$ cat src/rtl/mesh_vc_link_buffer.sv
// Virtual-channel link buffer: per-VC FIFOs on the upstream side, a round-robin
// arbiter gated by per-VC downstream ready, and a registered output stage.
// Packets whose VC FIFO is full are dropped and counted (saturating).
module mesh_vc_link_buffer #(
    parameter int unsigned PACKET_WIDTH = 64,
    parameter int unsigned NUM_VC       = 2,
    parameter int unsigned DEPTH        = 4,
    localparam int unsigned VC_BITS     = $clog2(NUM_VC)
) (
    input  logic                    clk,
    input  logic                    reset,
    input  logic                    in_si,
    input  logic [PACKET_WIDTH-1:0] in_di,
    output logic [NUM_VC-1:0]       in_ri,
    output logic                    out_so,
    output logic [PACKET_WIDTH-1:0] out_do,
    output logic [VC_BITS-1:0]      out_vc,
    input  logic [NUM_VC-1:0]       out_ro,
    output logic [7:0]              drop_cnt
);

    localparam int unsigned PTR_BITS = $clog2(DEPTH);
    localparam int unsigned CNT_BITS = PTR_BITS + 1;

    logic [VC_BITS-1:0]                  in_vc;
    logic                                push;
    logic                                drop;
    logic [NUM_VC-1:0]                   not_empty;
    logic [NUM_VC-1:0]                   eligible;
    logic [NUM_VC-1:0][PACKET_WIDTH-1:0] head;
    logic                                grant_valid;
    logic [VC_BITS-1:0]                  grant_vc;
    logic [VC_BITS-1:0]                  rr_q;

    assign in_vc    = in_di[PACKET_WIDTH-1 -: VC_BITS];
    // Readiness comes from registered counts only, so push never depends on the pop path.
    assign push     = in_si && in_ri[in_vc];
    assign drop     = in_si && !in_ri[in_vc];
    assign eligible = not_empty & out_ro;

    for (genvar v = 0; v < NUM_VC; v++) begin : g_vc
        logic [PACKET_WIDTH-1:0] mem_q [DEPTH];
        logic [PTR_BITS-1:0]     wr_ptr_q;
        logic [PTR_BITS-1:0]     rd_ptr_q;
        logic [CNT_BITS-1:0]     cnt_q;
        logic                    push_v;
        logic                    pop_v;

        assign push_v       = push && (in_vc == VC_BITS'(v));
        assign pop_v        = grant_valid && (grant_vc == VC_BITS'(v));
        assign in_ri[v]     = (cnt_q != CNT_BITS'(DEPTH));
        assign not_empty[v] = (cnt_q != '0);
        assign head[v]      = mem_q[rd_ptr_q];

        // Storage needs no reset: entries are only read once counted in.
        always_ff @(posedge clk) begin
            if (push_v) begin
                mem_q[wr_ptr_q] <= in_di;
            end
        end

        // Pointers wrap naturally at DEPTH; count tracks occupancy 0..DEPTH.
        always_ff @(posedge clk or negedge reset) begin
            if (!reset) begin
                wr_ptr_q <= '0;
                rd_ptr_q <= '0;
                cnt_q    <= '0;
            end else begin
                if (push_v) begin
                    wr_ptr_q <= wr_ptr_q + PTR_BITS'(1);
                end
                if (pop_v) begin
                    rd_ptr_q <= rd_ptr_q + PTR_BITS'(1);
                end
                if (push_v && !pop_v) begin
                    cnt_q <= cnt_q + CNT_BITS'(1);
                end else if (pop_v && !push_v) begin
                    cnt_q <= cnt_q - CNT_BITS'(1);
                end
            end
        end
    end

    // Round-robin search from rr, wrapping modulo NUM_VC (power of two, so add wraps).
    always_comb begin
        logic [VC_BITS-1:0] cand;
        grant_valid = 1'b0;
        grant_vc    = '0;
        cand        = '0;
        for (int unsigned i = 0; i < NUM_VC; i++) begin
            cand = rr_q + VC_BITS'(i);
            if (!grant_valid && eligible[cand]) begin
                grant_valid = 1'b1;
                grant_vc    = cand;
            end
        end
    end

    // Registered output stage and arbiter pointer update.
    always_ff @(posedge clk or negedge reset) begin
        if (!reset) begin
            out_so <= 1'b0;
            out_do <= '0;
            out_vc <= '0;
            rr_q   <= '0;
        end else begin
            out_so <= grant_valid;
            if (grant_valid) begin
                out_do <= head[grant_vc];
                out_vc <= grant_vc;
                rr_q   <= grant_vc + VC_BITS'(1);
            end
        end
    end

    // Saturating drop counter.
    always_ff @(posedge clk or negedge reset) begin
        if (!reset) begin
            drop_cnt <= '0;
        end else if (drop && (drop_cnt != 8'hFF)) begin
            drop_cnt <= drop_cnt + 8'd1;
        end
    end

endmodule

$ cat config.mk
export PLATFORM = sky130hd
export DESIGN_NAME = mesh_vc_link_buffer
export DESIGN_NICKNAME = d
export VERILOG_FILES = /design/src/rtl/mesh_vc_link_buffer.sv
export SDC_FILE = /design/constraint.sdc
export NUM_CORES = 1
export LEC_CHECK = 0
export CAP_MARGIN = 5
export CORE_MARGIN = 3
export CORE_UTILIZATION = 40
export DETAILED_ROUTE_END_ITERATION = 12
export PLACE_DENSITY = 0.66
export SYNTH_ARGS = -nofsm -noshare
export SYNTH_HDL_FRONTEND = slang
export SYNTH_SLANG_ARGS = --single-unit
$ cat constraint.sdc
create_clock -name clk -period 2.8 [get_ports clk]
set_input_delay 0.56 -clock clk [delete_from_list [all_inputs] [get_ports clk]]
set_output_delay 0.56 -clock clk [all_outputs]
set_load 0.005 [all_outputs]
==> results of run 1 <==
-- per-layer routing --
metal	global-route usage	wire, um	share of wire
met5	0	48	0.00096
met4	0.0398	716	0.014
met3	0.0328	2530	0.051
met2	0.294	25700	0.51
met1	0.225	20900	0.42
-- synthesized netlist by cell type --
cell type / n / area (um^2)
edfxtp_1: 512 / 15400
mux4_2: 128 / 2880
dfrtp_1: 89 / 2230
nand2_1: 71 / 267
a22oi_1: 64 / 480
o21ai_0: 52 / 260
clkbuf_1: 20 / 75.1
buf_2: 16 / 80.1
o21ai_1: 13 / 65.1
buf_4: 11 / 82.6
ha_1: 11 / 138
xor2_1: 11 / 96.3
inv_1: 10 / 37.5
nor2_1: 10 / 37.5
and2_1: 8 / 50.1
xnor2_1: 7 / 61.3
buf_1: 5 / 18.8
buf_6: 5 / 56.3
mux2_2: 5 / 56.3
nand3_1: 3 / 15.0
fa_1: 2 / 40.0
nor4_1: 2 / 12.5
o31a_1: 2 / 17.5
a21o_1: 1 / 7.51
a21oi_2: 1 / 8.76
and3_1: 1 / 6.26
and3b_2: 1 / 10.0
inv_2: 1 / 3.75
nand4_1: 1 / 6.26
nor2_2: 1 / 6.26
nor3_1: 1 / 5.00
nor4_2: 1 / 12.5
nor4b_1: 1 / 8.76
nor4b_2: 1 / 15.0
nor4bb_4: 1 / 25.0
o21ai_2: 1 / 8.76
o31ai_1: 1 / 7.51
o31ai_2: 1 / 12.5
o32a_1: 1 / 10.0
-- critical path: cells and delay by family, from the launching register on --
| kind | cells | cell delay, ns |
|---|---|---|
| buf+inv | 1 | 0.51 |
| flops | 1 | 0.50 |
| simple gates | 2 | 0.17 |
-- through the flow --
step | hold WS, ns | total power, uW | instances | setup slack, ns
floorplan | 0.264 | 16500 | 1073 | 0.596
global placement | 0.481 | 19700 | 1953 | 0.146
detailed placement | 0.490 | 19800 | 1953 | 0.114
CTS | 0.444 | 27600 | 2068 | 0.410
global route | 0.478 | 28500 | 2069 | 0.323
finish | 0.459 | 27100 | 2069 | 0.447
-- cell families (layout without fill, tap and decap cells) --
family                     count (synthesis)  after routing  synth area share
DFF                                      601            601             0.779
AOI/OAI and AO/OA                        137            137            0.0389
muxes                                    133            133             0.130
and+or+nand+nor                          103            103            0.0211
buffers and inverters                     68            315            0.0157
xor gates and xnor gates                  18             18           0.00698
adders and majority gates                 13             13           0.00787
other                                      0              1                 0
-- worst max-delay path by stage --
stage	slack, ns	to	startpoint
2_1_floorplan	0.60	g_vc[1].cnt_q[1]$_DFFE_PN0P_	g_vc[0].cnt_q[0]$_DFFE_PN0P_
3_3_place_gp	0.15	g_vc[1].cnt_q[2]$_DFFE_PN0P_	out_ro[0]
3_5_place_dp	0.11	g_vc[1].cnt_q[2]$_DFFE_PN0P_	out_ro[0]
4_1_cts	0.41	in_ri[0]	g_vc[0].cnt_q[0]$_DFFE_PN0P_
5_1_grt	0.32	g_vc[0].cnt_q[1]$_DFFE_PN0P_	g_vc[1].cnt_q[1]$_DFFE_PN0P_
6_report	0.45	in_ri[0]	g_vc[0].cnt_q[0]$_DFFE_PN0P_
-- report_power, final --
group | switching [uW] | internal (uW)
Clock | 3280 | 4380
Sequential | 960 | 11200
Combinational | 3450 | 3810
-- registers in the layout, summed over array words and instances (netlist names) --
signal / flops
drop_cnt: 8
g_vc.cnt_q: 6
g_vc.mem_q: 512
g_vc.rd_ptr_q: 4
g_vc.wr_ptr_q: 4
out_do: 64
out_so: 1
out_vc: 1
rr_q: 1
-- layout make-up --
| type | count | area, um^2 | share of cell area |
|---|---|---|---|
| antenna | 1 | 2.50 | 0.0000915 |
| timing repair buffer | 190 | 2160 | 0.0791 |
| multi-input combinational | 404 | 4680 | 0.171 |
| inverter | 11 | 41.3 | 0.00151 |
| tap | 748 | 936 | 0.0342 |
| clock inverter | 25 | 218 | 0.00796 |
| clock buffer | 89 | 1690 | 0.0618 |
| sequential | 601 | 17600 | 0.644 |
==> flow_summary.yaml, run 1 <==
clock_network:
  cts_tree: "yes"
  cts_root_buf: "clkbuf_16"
  postCtsHoldBufs: 1
  cts_setup_buffers: 0
  htreeDepth: 2
  clk_latency_ns: 0.62
  clockBufferDepth: 3
  clock_sink_count: 601
  clk_pin_slew_ns: 0.06
  cts_made_buffers: 60
  cts_resized: 0
sta:
  max_slew.worst_pin.slew_ns: 0.658
  rsz0062_at_grt: "false"
  fin_crit_sh: 0.840
  slew_headroom: 0.561
  fmax_mhz: 425
  min_period_ns: 2.35
  fin_tns_setup_ns: 0
  setup_violations: 0
  finalHoldViolations: 0
  fin_skew_ns: 0.0153
  finalMaxSlewViolations: 0
synthesis:
  syn_inst: 1073
  yosysSeqAreaShare: 0.779
  yosys_warnings: 0
  synth_cell_types: 39
  ys_ff_latch: 601
  synth.avg_cell_area_um2: 21.0
  syn-num-nets: 1155
  netlist_area_mm2: 0.0226
grt:
  globalRoute.totalOverflow: 0
  antenna_found_initial: 5
  grt_max_degree: 66
  grtUsageTotal: 0.170
  grt_pass1_vias: 12000
  grt_pass1_wl_um: 76200
cells_and_area:
  final_common_cell: "edfxtp_1"
  syn_to_final_growth_pct: 21.1
  nets: 1350
  most-common-layout-cells: "512 x edfxtp_1, 143 x clkdlybuf4s50_1, 128 x mux4_2"
  nFillCells: 4529
  design_area_mm2: 0.0273
  drive_above_1_share: 0.222
  fin_util: 0.492
die:
  fp-row-count: 86
  die_y_um: 244
  initial_core_util: 0.407
  boundaryPins: 145
  die_w_um: 244
  dieArea_mm2: 0.0594
  fp.coreArea_mm2: 0.0555
flow_run:
  maxCapViolCount: 0
worst_setup_path:
  r2r_end: "g_vc[0].cnt_q[1]$_DFFE_PN0P_"
  reg2regPathDepth: 6
  critical_path_class: "flip-flop to output port"
  cp_slowest_cell: "clkdlybuf4s50_1"
  r2r-start: "g_vc[1].cnt_q[1]$_DFFE_PN0P_"
  r2r_slack_ns: 0.46
  cp.arrival_ns: 1.79
  critPathMaxFanout: 6
  crit_chain: "nor2_1 > nand2_1 > clkdlybuf4s50_1"
  cp-end-kind: "output port"
  critPathMaxStageDelay_ns: 0.51
  startpoint_type: "flip-flop"
  worst_ep_required_time_ns: 2.24
detailed_routing:
  dr.pass1.iters: 7
  wl_per_cell_um: 24.1
  drc: 0
  viasPerCell: 5.35
  drt-total-wl_um: 49900
  vias: 11100
  final_antenna_net_count: 0
  drt-initial-drc-count: 837
place:
  io_buffer_count: 144
  gp_congestion: 0.733
  dpl_cell_area_mm2: 0.0254
  hpwl_um: 28000
power:
  power_leakage_uw: 0.00919
  power.density_mw_per_mm2: 992
  ir_drop_v: 0.000540
run_status:
  status: "complete, no violations"
worst_hold_path:
  hold_class: "input pin to async pin"
No activity file was read; power rests on OpenSTA's default activity.
==> run 2: changes to the inputs <==
--- a/config.mk
+++ b/config.mk
@@ -9,7 +9,7 @@
 export CORE_MARGIN = 3
 export CORE_UTILIZATION = 40
 export DETAILED_ROUTE_END_ITERATION = 12
-export PLACE_DENSITY = 0.66
+export PLACE_DENSITY = 0.64
 export SYNTH_ARGS = -nofsm -noshare
 export SYNTH_HDL_FRONTEND = slang
 export SYNTH_SLANG_ARGS = --single-unit
==> constraint.sdc (replaced) <==
create_clock -name clk -period 2.23 [get_ports clk]
set_input_delay 0.446 -clock clk [delete_from_list [all_inputs] [get_ports clk]]
set_output_delay 0.446 -clock clk [all_outputs]
set_load 0.005 [all_outputs]
==> run 2 against run 1 <==
- sequential share of layout area fell by 0.84 points
- non-clock buffer count is 27 higher
- first-iteration DRC count rose by 5.3%
- combinational power increased by 33%
- hold slack worse by 0.13 ns
- critical path type unchanged
- die area stayed put
- global-route usage is 0.25 points higher
- utilization increased by 0.65 points
- clock-buffer cell count shrank 8
- register-to-register slack lost 0.29 ns
- routed wire length grew 1.4%
- setup slack got worse by 0.30 ns
==> flow_summary.yaml, run 2 (same netlist as run 1, synthesis figures left out) <==
die:
  fp-row-count: 86
  die_y_um: 244
  fp.coreArea_mm2: 0.0555
  initial_core_util: 0.407
  dieArea_mm2: 0.0594
  die_w_um: 244
  boundaryPins: 145
worst_setup_path:
  cp-end-kind: "output port"
  r2r_slack_ns: 0.17
  cp.arrival_ns: 1.64
  r2r_end: "g_vc[0].cnt_q[2]$_DFFE_PN0P_"
  startpoint_type: "flip-flop"
  r2r-start: "g_vc[0].cnt_q[1]$_DFFE_PN0P_"
  critical_path_class: "flip-flop to output port"
  worst_ep_required_time_ns: 1.78
  critPathMaxFanout: 5
  reg2regPathDepth: 8
run_status:
  status: "complete, no violations"
detailed_routing:
  dr.pass1.iters: 5
  final_antenna_net_count: 0
  drt-total-wl_um: 50600
  viasPerCell: 5.32
  drc: 0
  wl_per_cell_um: 24.2
  drt-initial-drc-count: 881
  vias: 11100
sta:
  fmax_mhz: 479
  setup_violations: 0
  fin_crit_sh: 0.936
  finalHoldViolations: 0
  whs_ns: 0.329
  rsz0062_at_grt: "true"
  fin_skew_ns: 0.0142
  max_slew.worst_pin.slew_ns: 0.549
  slew_headroom: 0.634
  finalMaxSlewViolations: 0
  min_period_ns: 2.09
clock_network:
  cts_tree: "yes"
  cts_setup_buffers: 0
  clk_latency_ns: 0.62
  htreeDepth: 2
  clockBufferDepth: 3
  cts_made_buffers: 60
  clk_pin_slew_ns: 0.06
  cts_root_buf: "clkbuf_16"
  clock_sink_count: 601
place:
  gp_congestion: 0.732
  io_buffer_count: 144
  hpwl_um: 29800
cells_and_area:
  largest_register_ffs: 512
  most-common-layout-cells: "512 x edfxtp_1, 141 x clkdlybuf4s50_1, 128 x mux4_2"
  fin_util: 0.499
  reg_top3: "g_vc.mem_q: 512 flops, out_do: 64 flops, drop_cnt: 8 flops"
  drive_above_1_share: 0.235
  final_common_cell: "edfxtp_1"
  syn_to_final_growth_pct: 22.7
  nets: 1377
  top_register: "g_vc.mem_q"
power:
  power_leakage_uw: 0.00936
  ir_drop_v: 0.000658
  power.density_mw_per_mm2: 1250
grt:
  grt_max_degree: 38
  grtUsageTotal: 0.173
  antenna_found_initial: 4
  grt_pass1_vias: 12000
  globalRoute.totalOverflow: 0
  grt_pass1_wl_um: 76800
worst_hold_path:
  hold_class: "input pin to async pin"
flow_run:
  maxCapViolCount: 0
[run 2: changes by cell type in the layout (fill, tap and decap cells not counted), sizes merged]
cell,delta
dlygate4sd2,+2
inv,-1
clkinvlp,+1
bufinv,+2
clkbuf,-8
clkdlybuf4s50,-2
clkinv,+5
buf,+27
[run 2: where the power goes]
| group | switching [uW] | internal, uW | leakage [uW] |
|---|---|---|---|
| logic | 4460 | 5170 | 0.00272 |
| clock network | 4160 | 5580 | 0.000931 |
| registers | 1200 | 14100 | 0.00571 |
[run 2: how the worst max path moves through the flow]
stage / from / to / slack (ns) / cells past startpoint
2_1_floorplan: g_vc[0].cnt_q[0]$_DFFE_PN0P_ / g_vc[1].cnt_q[1]$_DFFE_PN0P_ / 0.03 / 8
3_3_place_gp: out_ro[1] / g_vc[0].cnt_q[2]$_DFFE_PN0P_ / -0.21 / 9
3_5_place_dp: out_ro[1] / g_vc[0].cnt_q[2]$_DFFE_PN0P_ / -0.21 / 9
4_1_cts: g_vc[0].cnt_q[0]$_DFFE_PN0P_ / in_ri[0] / 0.11 / 4
5_1_grt: g_vc[0].cnt_q[1]$_DFFE_PN0P_ / g_vc[0].cnt_q[2]$_DFFE_PN0P_ / -0.01 / 8
6_report: g_vc[1].cnt_q[1]$_DFFE_PN0P_ / in_ri[1] / 0.14 / 4
[run 2: stage by stage]
step                total power [uW]  area [um^2]  TNS [ns]  std cells  setup slack [ns]
global route                   36400        27700  -0.00980       2094          -0.00980
detailed placement             25400        25800    -0.994       1980            -0.214
floorplan                      20700        22600         0       1073            0.0264
finish                         34700        27700         0       2095             0.144
CTS                            35200        27700         0       2094             0.106
global placement               25300        25800    -0.715       1980            -0.212
[run 2: repair_timing]
| item | in CTS | in global routing |
|---|---|---|
| endpoints found under the hold margin | 17 | 0 |
| hold buffers | 1 | 0 |
| gates resized for setup | 2 | 2 |
| endpoints found under the setup margin | 2 | 2 |
[run 2: layer usage]
| layer | vias up | GRT usage | share of wire |
|---|---|---|---|
| li1 | 4831 | - | - |
| met1 | 5932 | 0.227 | 0.41 |
| met4 | 6 | 0.0355 | 0.016 |
| met5 | - | 0 | 0.00063 |
| met2 | 310 | 0.300 | 0.51 |
| met3 | 60 | 0.0379 | 0.057 |
[run 2: critical path, stage by stage, from the launching register on]
cell	delay, ns
dfrtp_1	0.39
buf_4	0.17
nor2_1	0.12
nand2_1	0.07
dlygate4sd2_1	0.26
[run 2: area by class of cell]
type                       instances  area, um^2
fill                            4534       27800
sequential                       601       17600
multi-input combinational        404        4680
timing repair buffer             217        2510
clock buffer                      81        1620
tap                              748         936
clock inverter                    32         293
inverter                          11        41.3
antenna                            1        2.50
==> RTL edit 1 (flow settings as in run 2) <==
The parameter `DEPTH` goes from 4 to 2.
--- a/src/rtl/mesh_vc_link_buffer.sv
+++ b/src/rtl/mesh_vc_link_buffer.sv
@@ -6,3 +6,3 @@
     parameter int unsigned NUM_VC       = 2,
-    parameter int unsigned DEPTH        = 4,
+    parameter int unsigned DEPTH        = 2,
     localparam int unsigned VC_BITS     = $clog2(NUM_VC)
Behaviour: not the same (a bounded check fails within 4 cycles, from zero or initial values and one cycle with reset low).
==> RTL edit 1 against run 2 <==
  * Combinational power fell by 29%
  * Power decreased by 37%
  * Sequential cell count is 262 lower
  * Worst setup slack worse by 0.066 ns
  * Count of clock-buffer cells in the layout decreased by 26
  * Wire length shrank 39%
  * Final area shrank 39%
  * Utilization rose by 1.4 points
  * Area after synthesis is 41% lower
  * Die area shrank 40%
==> RTL edit 1: results (changes against run 2) <==
grt.total_usage_pct: 17.18  # was 17.29%
crit_start: "g_vc[0].cnt_q[0]"  # was g_vc[1].cnt_q[1]
clk_latency_ns: 0.51  # was 0.62 ns
dr.first_iter.drc_count: 335  # was 881
layout.nets: 1083  # was 1377
total_leakage_power_nw: 5.876  # was 9.362 nW
cp_max_fo: 6  # was 5
cts_buffer_depth: 3  # unchanged
antenna_found_initial: 2  # was 4
seq_area_frac_synth_pct: 73.08  # was 77.93%
ir_drop_mv: 0.5935  # was 0.6576 mV
drive_gt1_share_pct: 9.904  # was 23.48%
reg2regPathDepth: 5  # was 8
cpMaxStageDelayCell: "clkdlybuf4s50_1"  # was dfrtp_1
clk_transition_reported_paths_ns: 0.06  # about the same
synth.top_cells.by_area: "edfxtp_1 58%, dfrtp_1 16%, mux2i_1 4.9%"  # was edfxtp_1 68%, mux4_2 13%, dfrtp_1 9.9%
fin_crit_sh_pct: 96.54  # was 93.56%
clock_skew_ns: 0.01451  # was 0.01424 ns
ys.warnings.count: 0  # unchanged
status: "finished clean"  # unchanged
port_buffers: 144  # unchanged
first_global_vias: 8196  # was 11990
reg.largest.list: "g_vc.mem_q: 256 flops, out_do: 64 flops, drop_cnt: 8 flops"  # was g_vc.mem_q: 512 flops, out_do: 64 flops, drop_cnt: 8 flops
synthFlopType: "edfxtp_1"  # unchanged
grt_max_degree: 46  # was 38
h-tree-depth: 2  # unchanged
r2r_start: "g_vc[1].cnt_q[0]"  # was g_vc[0].cnt_q[1]
drt_wl_total_mm: 30.82  # was 50.61 mm
synth_cell_types: 39  # unchanged
post_drt_via_cell_ratio: 5.316  # was 5.317
first_pass_iters: 4  # was 5
synth_common_cells: "256 x edfxtp_1, 83 x dfrtp_1, 75 x nor2_1"  # was 512 x edfxtp_1, 128 x mux4_2, 89 x dfrtp_1
synth_edf_count: 256  # was 512
grt_pass1_wl_mm: 47.51  # was 76.85 mm
globalplace.congestion: 0.7308  # was 0.7323
tightest_slew_ns: 0.6253  # was 0.5488 ns
fillers: 2726  # was 4534
mappedNetlistNets: 920  # was 1155
critPathTopFamily: "buffers and inverters"  # unchanged
synthArstFlopShare_pct: 24.48  # was 14.81%
cts_buffers: 37  # was 60
clock-root-buffer: "clkbuf_16"  # unchanged
max_stage_delay_ns: 0.52  # was 0.39 ns
post-cts-setup-buffers: 0  # unchanged
dp_hpwl_mm: 17.86  # was 29.80 mm
worstHoldPathType: "input pin to asynchronous set/reset pin"  # unchanged
## RTL edit 1: cells by family (layout without fill, tap and decap cells)
family	after synthesis	count (layout)	share of synthesized area, %
buffers and inverters	60	252	2.304
AND/OR/NAND/NOR	162	162	6.302
AO/OA/AOI/OAI	202	202	11.95
other	0	2	0
flip-flops	339	339	73.08
multiplexers	71	71	5.366
XOR/XNOR	11	11	0.7210
adder cells (fa/ha/maj)	3	3	0.2810
## RTL edit 1: cell type report
class,count,area [µm²],share of cell area [%]
sequential,339,9777,58.23
multi-input combinational,449,3346,19.93
timing repair buffer,180,1949,11.61
clock buffer,55,1056,6.290
tap,442,553.0,3.294
clock inverter,13,88.84,0.5291
inverter,4,15.01,0.08943
antenna,2,5.005,0.02981
## RTL edit 1: path summary, 6_finish.rpt
check	end	slack (ns)
min in group clk	out_vc	0.51
worst min register to register	out_vc	0.51
worst max-delay path	in_ri[0]	0.08
max in group asynchronous	g_vc[1].rd_ptr_q	1.09
worst max register to register	out_do[32]	0.35
worst min-delay path	out_do[45]	0.45
## RTL edit 1: metal layers
metal | vias to the layer above | track usage, % | share of wire, %
li1 | 3626 | - | -
met1 | 4008 | 22.56 | 44
met2 | 198 | 28.92 | 49
met3 | 53 | 3.553 | 5.2
met4 | 4 | 5.271 | 2.0
met5 | - | 0 | 0.10
## RTL edit 1: what timing repair did
item	CTS	global route
resized for setup	0	1
endpoints found under the hold margin	27	0
hold buffers	1	0
setup endpoints to repair	0	1
## RTL edit 1: power breakdown
part           internal (mW)  switching (mW)
Sequential              8.26            1.07
Combinational           3.52            3.35
Clock                   3.40            2.34
Total                   15.2            6.77
## RTL edit 1: per-stage QoR
stage          area [µm²]  cells  utilization, %  worst slack [ns]
6_report            16790   1484           51.34           0.07712
5_1_grt             16780   1482           51.33          0.008884
4_1_cts             16780   1482           51.32           0.02366
3_5_place_dp        15630   1413           47.79           0.05546
3_3_place_gp        15630   1413           47.79            0.1101
2_1_floorplan       13380    848               -           0.01153
==> RTL edit 2 (settings of run 2) <==
Made on the original files. Make the reset (`reset`) synchronous in 3 clocked blocks.
--- a/src/rtl/mesh_vc_link_buffer.sv
+++ b/src/rtl/mesh_vc_link_buffer.sv
@@ -62,3 +62,3 @@
         // Pointers wrap naturally at DEPTH; count tracks occupancy 0..DEPTH.
-        always_ff @(posedge clk or negedge reset) begin
+        always_ff @(posedge clk) begin
             if (!reset) begin
@@ -99,3 +99,3 @@
     // Registered output stage and arbiter pointer update.
-    always_ff @(posedge clk or negedge reset) begin
+    always_ff @(posedge clk) begin
         if (!reset) begin
@@ -116,3 +116,3 @@
     // Saturating drop counter.
-    always_ff @(posedge clk or negedge reset) begin
+    always_ff @(posedge clk) begin
         if (!reset) begin
Function: differs if reset is asserted again (counterexample within 4 cycles, from zero or initial values and one cycle with reset low); with reset held inactive, the same outputs for 4 cycles.
==> RTL edit 2 against run 2 <==
  * Clock power rose by 5%
  * Count of clock-buffer cells in the layout rose by 7
  * Sequential cell count rose by 4
  * Worst setup slack got worse by 0.044 ns
  * Final area rose by 0.70%
  * Sequential share of layout area fell by 1.7 points
  * Wire length fell by 4.0%
  * Register-to-register slack got worse by 0.07 ns
  * Power fell by 10%
  * Via count fell by 2.1%
  * Area after synthesis fell by 0.72%
  * Die area fell by 0.70%
  * Worst hold slack improved by 0.13 ns
  * Utilization rose by 0.54 points
  * Critical path type unchanged
==> RTL edit 2: results (changes against run 2) <==
whs_ns: 0.4583  # was 0.3288 ns
grt.total_usage_pct: 16.71  # was 17.29%
cts_resized: 8  # was 2
reg2reg_to: "g_vc[0].cnt_q[2]"  # unchanged
use_met2_pct: 27.83  # was 29.98%
grt_util_met1_pct: 22.62  # was 22.65%
total_leakage_power_nw: 9.175  # was 9.362 nW
ir_drop_mv: 0.6219  # was 0.6576 mV
synth_common_cells: "512 x edfxtp_1, 128 x mux4_2, 93 x dfxtp_1"  # was 512 x edfxtp_1, 128 x mux4_2, 89 x dfrtp_1
wl_met1_mm: 21.18  # was 20.97 mm
setup_slack_ns: 0.09943  # was 0.1435 ns
final_cells: 2083  # was 2095
multiInputGateArea_um2: 4992  # was 4682 µm²
first_global_vias: 11740  # was 11990
pg_clk_mw: 10.2  # was 9.73 mW
dr.first_iter.drc_count: 756  # was 881
netlist_instances: 1045  # was 1073
post-cts-setup-buffers: 2  # was 0
ctsHoldBuffers: 0  # was 1
worstHoldPathType: "flop to flop"  # was input pin to asynchronous set/reset pin
clock_skew_ns: 0.01396  # was 0.01424 ns
mappedNetlistNets: 1127  # was 1155
drive_gt1_share_pct: 24.16  # was 23.48%
seq_cell_count: 605  # was 601
dpl_worst_slack_ns: -0.3280  # was -0.2145 ns
multi_input_comb_cells: 374  # was 404
nClkBuffers: 88  # was 81
slew_headroom_pct: 53.11  # was 63.41%
crit_arrival_ns: 1.68  # was 1.64 ns
grt_pass1_wl_mm: 74.49  # was 76.85 mm
synth.top_cells.by_area: "edfxtp_1 69%, mux4_2 13%, dfxtp_1 8.3%"  # was edfxtp_1 68%, mux4_2 13%, dfrtp_1 9.9%
globalplace.congestion: 0.7544  # was 0.7323
dpl_cell_area_um2: 25840  # was 25780 µm²
final_cell_area_um2: 27900  # was 27710 µm²
fillers: 4463  # was 4534
die_w_um: 242.8  # was 243.6 µm
met3WireLength_mm: 2.512  # was 2.898 mm
synthArstFlopShare_pct: 0  # was 14.81%
p_switching_mw: 7.980  # was 9.819 mW
status: "finished clean"  # unchanged
signal_buffers: 225  # was 217
layout.nets: 1364  # was 1377
r2r_start: "g_vc[0].cnt_q[0]"  # was g_vc[0].cnt_q[1]
cpMaxStageDelayCell: "dfxtp_4"  # was dfrtp_1
inverters_excl_clock: 15  # was 11
-- RTL edit 2: cells by family after synthesis --
family / Yosys count / synth area share (%)
buffers and inverters: 66 / 1.328
AOI/OAI and AO/OA: 86 / 3.069
xor gates and xnor gates: 8 / 0.3125
DFF: 605 / 76.87
muxes: 199 / 16.03
and+or+nand+nor: 68 / 1.601
adders and majority gates: 13 / 0.7924
-- RTL edit 2: how the worst max path moves through the flow --
stage / from / endpoint / cells past startpoint
floorplan: g_vc[1].cnt_q[2] / g_vc[1].cnt_q[2] / 11
global placement: in_si / g_vc[0].cnt_q[2] / 9
detailed placement: in_si / g_vc[0].cnt_q[2] / 9
CTS: g_vc[0].cnt_q[2] / g_vc[0].cnt_q[2] / 8
global route: g_vc[0].cnt_q[0] / g_vc[0].cnt_q[2] / 10
finish: g_vc[1].cnt_q[1] / in_ri[1] / 4
